==> src/rtl/regfile_write_arbiter.sv <==
// rtl/regfile_write_arbiter.sv - round-robin arbiter driving the register file's single write port
module regfile_write_arbiter #(
    parameter int WORD_LENGTH = 8,
    parameter int ID_LENGTH   = 3,
    parameter int NUM_REQ     = 4
) (
    input  logic                           clk,
    input  logic                           rst,
    input  logic [NUM_REQ-1:0]             req_valid_i,
    input  logic [NUM_REQ*ID_LENGTH-1:0]   req_id_i,
    input  logic [NUM_REQ*WORD_LENGTH-1:0] req_data_i,
    output logic [NUM_REQ-1:0]             req_ready_o,
    input  logic                           wr_hold_i,
    output logic                           wr_en_o,
    output logic [ID_LENGTH-1:0]           wr_reg_o,
    output logic [WORD_LENGTH-1:0]         wr_data_o,
    output logic [NUM_REQ-1:0]             last_grant_o
);

    localparam int PTR_W = (NUM_REQ > 1) ? $clog2(NUM_REQ) : 1;

    logic [PTR_W-1:0]       rr_ptr_q, rr_ptr_d;
    logic [PTR_W-1:0]       cand;
    logic [PTR_W:0]         idx;
    logic                   found;
    logic                   grant;
    logic [NUM_REQ-1:0]     cand_onehot;

    logic                   wr_en_q, wr_en_d;
    logic [ID_LENGTH-1:0]   wr_reg_q, wr_reg_d;
    logic [WORD_LENGTH-1:0] wr_data_q, wr_data_d;
    logic [NUM_REQ-1:0]     last_grant_q, last_grant_d;

    // Circular search starting at rr_ptr; the extra idx bit absorbs the wrap before the modulo fold.
    always_comb begin
        found = 1'b0;
        cand  = '0;
        idx   = '0;
        for (int k = 0; k < NUM_REQ; k++) begin
            idx = {1'b0, rr_ptr_q} + (PTR_W+1)'(k);
            if (idx >= (PTR_W+1)'(NUM_REQ)) begin
                idx = idx - (PTR_W+1)'(NUM_REQ);
            end
            if (!found && req_valid_i[idx[PTR_W-1:0]]) begin
                found = 1'b1;
                cand  = idx[PTR_W-1:0];
            end
        end
    end

    assign grant       = found & ~wr_hold_i & ~rst;
    assign cand_onehot = {{(NUM_REQ-1){1'b0}}, 1'b1} << cand;
    assign req_ready_o = grant ? cand_onehot : '0;

    always_comb begin
        wr_en_d      = grant;
        wr_reg_d     = wr_reg_q;
        wr_data_d    = wr_data_q;
        last_grant_d = last_grant_q;
        rr_ptr_d     = rr_ptr_q;
        if (grant) begin
            wr_reg_d     = req_id_i[cand*ID_LENGTH +: ID_LENGTH];
            wr_data_d    = req_data_i[cand*WORD_LENGTH +: WORD_LENGTH];
            last_grant_d = cand_onehot;
            rr_ptr_d     = (cand == PTR_W'(NUM_REQ-1)) ? '0 : cand + PTR_W'(1);
        end
    end

    always_ff @(posedge clk or posedge rst) begin
        if (rst) begin
            wr_en_q      <= 1'b0;
            wr_reg_q     <= '0;
            wr_data_q    <= '0;
            last_grant_q <= '0;
            rr_ptr_q     <= '0;
        end else begin
            wr_en_q      <= wr_en_d;
            wr_reg_q     <= wr_reg_d;
            wr_data_q    <= wr_data_d;
            last_grant_q <= last_grant_d;
            rr_ptr_q     <= rr_ptr_d;
        end
    end

    assign wr_en_o      = wr_en_q;
    assign wr_reg_o     = wr_reg_q;
    assign wr_data_o    = wr_data_q;
    assign last_grant_o = last_grant_q;

endmodule

==> config.mk <==
export PLATFORM = sky130hd
export DESIGN_NAME = regfile_write_arbiter
export DESIGN_NICKNAME = d
export VERILOG_FILES = /design/src/rtl/regfile_write_arbiter.sv
export SDC_FILE = /design/constraint.sdc
export NUM_CORES = 1
export LEC_CHECK = 0
export ABC_AREA = 1
export CAP_MARGIN = 20
export CELL_PAD_IN_SITES_DETAIL_PLACEMENT = 0
export CELL_PAD_IN_SITES_GLOBAL_PLACEMENT = 1
export CORE_ASPECT_RATIO = 0.75
export CORE_MARGIN = 8
export CORE_UTILIZATION = 27
export CTS_CLUSTER_DIAMETER = 80
export DETAILED_ROUTE_END_ITERATION = 16
export PLACE_DENSITY_LB_ADDON = 0.1
export SLEW_MARGIN = 10
export SYNTH_ARGS = -nofsm -noshare
export SYNTH_HDL_FRONTEND = slang
export SYNTH_SLANG_ARGS = --single-unit
==> constraint.sdc <==
create_clock -name clk -period 2.5 [get_ports clk]
set_clock_uncertainty 0.1 [all_clocks]
set_input_delay 0.5 -clock clk [delete_from_list [all_inputs] [get_ports clk]]
set_output_delay 0.5 -clock clk [all_outputs]
set_load 0.01 [all_outputs]
==> results.toml <==
[synth]
gate_count_post_synth = 251
synth_area_sq_mm = 0.00154
xor_xnor_fraction_of_synth_area = 0
combinational_family_with_the_most_area_after_synthesis = "simple AND/OR/NAND/NOR gates"
yosys_warnings = 0
synth_seq_cells = 18
syn_area_per_cell_sq_um = 6.15
synth-simple-area-share = 0.496
synth-compound-area-share = 0.0203
postSynthNetCount = 303
multiplexer_share_of_the_synthesized_area = 0
yosysUniqueCellTypes = 20
synthesized_area_fraction_occupied_by_adder_cells = 0.00811
seq_area_frac_synth = 0.292

[place]
pre_cts_ws_ps = -696
count_of_buffers_from_port_buffering = 70
placed_cell_area_sq_mm = 0.00240
gpl_congestion = 0.806
place_hpwl_um = 4210
dp_cells = 407

[die]
fp.dieArea_sq_mm = 0.00841
dieWidth_um = 103
io_pins = 71
design.core.area_sq_mm = 0.00568
die_y_um = 81.5
initial_utilization = 0.272
placement_rows = 24

[critical_path]
start_kind = "register"
crit_chain = "inv_6 -> nand2_1 -> nand2_2 -> nand2_1 -> nand2_2 -> nand4_1 -> nand3_4 -> buf_4 -> nor2_4 -> nand2_2 -> inv_1 -> buf_2"
worst-path-buf-inv = 4
most_used_cell_cp = "nand2_2"
crit_family = "simple AND/OR/NAND/NOR gates"
worst_ep_arrival_time_ps = 2040
setup.worst_path.end_class = "output pin"
crit_fanout = 6
critPathSlowestCell = "dfrtp_2"
reg2reg_to = "wr_data_o[0]"
setup.worst_path.start = "rr_ptr_q[0]"
cp.depth = 12
critPathKind = "register to output pin"
worstPathRequired_ps = 1900
cpPeakStageDelay_ps = 500
worstRegToRegCells = 16
critical_path.reg2reg.startpoint = "rr_ptr_q[0]"
worst-r2r-setup-slack_ps = 310

[sta]
max_slew_margin = 0.822
postLayoutSetupSlackWorst_ps = -142
final.period_utilization = 1.06
period_needed_ps = 2640
report.final.hold_viol_count = 0
unrepaired_setup_endpoints_after_global_routing = "yes"
finalMaxSlewViolations = 0
hold_ws_ps = 389
finalSetupViolations = 4
max_freq_mhz = 378
timing_worst_slew_pin_value_ps = 267

[clock_network]
tritoncts_clock_tree = "built"
worst_setup_hold_path_clk_slew_ps = 70
cts_max_level = 1
clock_insertion_delay_worst_skew_ps = 260
cts_buffer_depth = 2
clock_sink_count = 18
cts_buf_count = 3
hold_buffers = 0
cts_root_buf = "clkbuf_8"

[flow_run]
number_of_maximum_capacitance_violations = 0

[final_layout]
final_layout_size_suffix_gt1_frac = 0.285
nets_finish = 404
postLayoutCellArea_sq_mm = 0.00276
final-instance-count-excl-fill = 429
layout.filler_cells = 581
synthToLayoutAreaGrowth_pct = 78.8
antennaDiodeCount = 0

[grt]
groute.usage.overall = 0.142
initial_antenna_violation_count = 0
first_global_vias = 2013
overflow = 0
maximum_number_of_pins_on_one_net_before_global_route_repair = 23
grt_pass1_wl_um = 9490

[power_and_ir_drop]
total_power_mw = 3.49
power.density_mw_per_mm2 = 1260
power.ir.vdd_worst_v = 0.000444
leakage_power_nw = 1.40

[min_path]
worst_hold_startpoint = "last_grant_o[1]"
hold_path_depth = 2
worst_hold_path_type = "register to register"
whs_endpoint = "last_grant_o[1]"

[routing]
initialDrtViolationCount = 102
route.detailed.wl_per_inst_um = 13.6
vias = 1936
viasPerCell = 4.51
wl_um = 5820
antenna_violating_nets_post_route = 0
drc = 0
number_of_detailed_route_iterations_in_the_first_pass = 4

[outcome]
failed_checks = "negative setup slack"
result_of_the_run = "complete, but fails checks"
[flip-flops by register name, summed over array words and instances (netlist names)]
signal and count:
wr_en_o 1, wr_reg_o 3, wr_data_o 8, rr_ptr_q 2, last_grant_o 4
[where the power goes]
part / internal [mW] / switching, mW
Clock: 0.140 / 0.105
Combinational: 1.21 / 1.50
Sequential: 0.425 / 0.104
Total: 1.78 / 1.71
[tightest hold or removal path, cell delays in order, from the launching register on]
cell	delay [ps]
dfrtp_1	350
nand2_1	50
nand2_1	50
[layout make-up]
type,instances,area [sq um],area share
well taps,78,97.6,0.0354
multi-input cells,173,990,0.359
inverters,46,180,0.0653
repair buffers,109,980,0.355
clock buffers,4,55.1,0.0200
flip-flops and latches,18,453,0.164
repair inverters,1,3.75,0.00136
[logic make-up after synthesis]
family | Yosys count
and+or+nand+nor | 166
buffers and inverters | 60
AOI/OAI and AO/OA | 6
adders and majority gates | 1
DFF | 18
[layout by cell type, fill, tap and decap left out, types with 2 or more instances in the layout]
| cell | n |
|---|---|
| dlygate4sd2_1 | 4 |
| inv_1 | 34 |
| nand4_1 | 19 |
| clkbuf_8 | 4 |
| buf_4 | 36 |
| nand3_1 | 37 |
| buf_6 | 3 |
| nor2_1 | 9 |
| clkdlybuf4s50_1 | 62 |
| nand2_4 | 4 |
| buf_2 | 4 |
| dfrtp_1 | 16 |
| nand2_2 | 18 |
| nor2_2 | 4 |
| o21ai_1 | 4 |
| nand2_1 | 64 |
| nand3_4 | 6 |
| nand3_2 | 3 |
| dfrtp_2 | 2 |
| nor2_4 | 2 |
| inv_2 | 10 |
[through the flow]
stage / TNS (ps) / utilization
after global routing: -726 / 0.486
after floorplan: 0 / -
final: -455 / 0.486
after detailed placement: -2830 / 0.423
after global placement: -2580 / 0.423
after CTS: -135 / 0.483
[metal layers]
layer	wire length, um	GRT usage	up-vias
li1	-	-	987
met2	2650	0.226	77
met3	485	0.0500	6
met5	0	0	-
met4	38	0.0187	0
met1	2640	0.186	866
[cells in the mapped netlist]
cell	count	share of area
nand2_2	4	0.016
buf_6	4	0.029
nor2_2	2	0.0081
o21ai_0	1	0.0032
nand3_1	43	0.14
inv_2	2	0.0049
ha_1	1	0.0081
nand4_1	19	0.077
buf_4	4	0.019
o21ai_1	4	0.013
nand3_2	2	0.013
clkinv_1	1	0.0024
inv_6	1	0.0057
inv_1	42	0.10
nand3_4	1	0.011
a31oi_1	1	0.0041
buf_2	6	0.019
nand2_1	82	0.20
dfrtp_1	18	0.29
nor2_1	13	0.032
[worst max path at each step]
stage	endpoint	slack, ps
5_1_grt	req_ready_o[2]	-210
2_1_floorplan	req_ready_o[2]	140
3_3_place_gp	req_ready_o[2]	-660
4_1_cts	req_ready_o[2]	-70
6_report	req_ready_o[1]	-140
3_5_place_dp	req_ready_o[2]	-700
[timing repair]
action	in CTS	in global routing
gates cloned	1	0
setup endpoints to repair	4	4
resized for setup	76	1
setup buffers	15	2
pin swaps	20	1
Power figures use the tool's default switching activity.
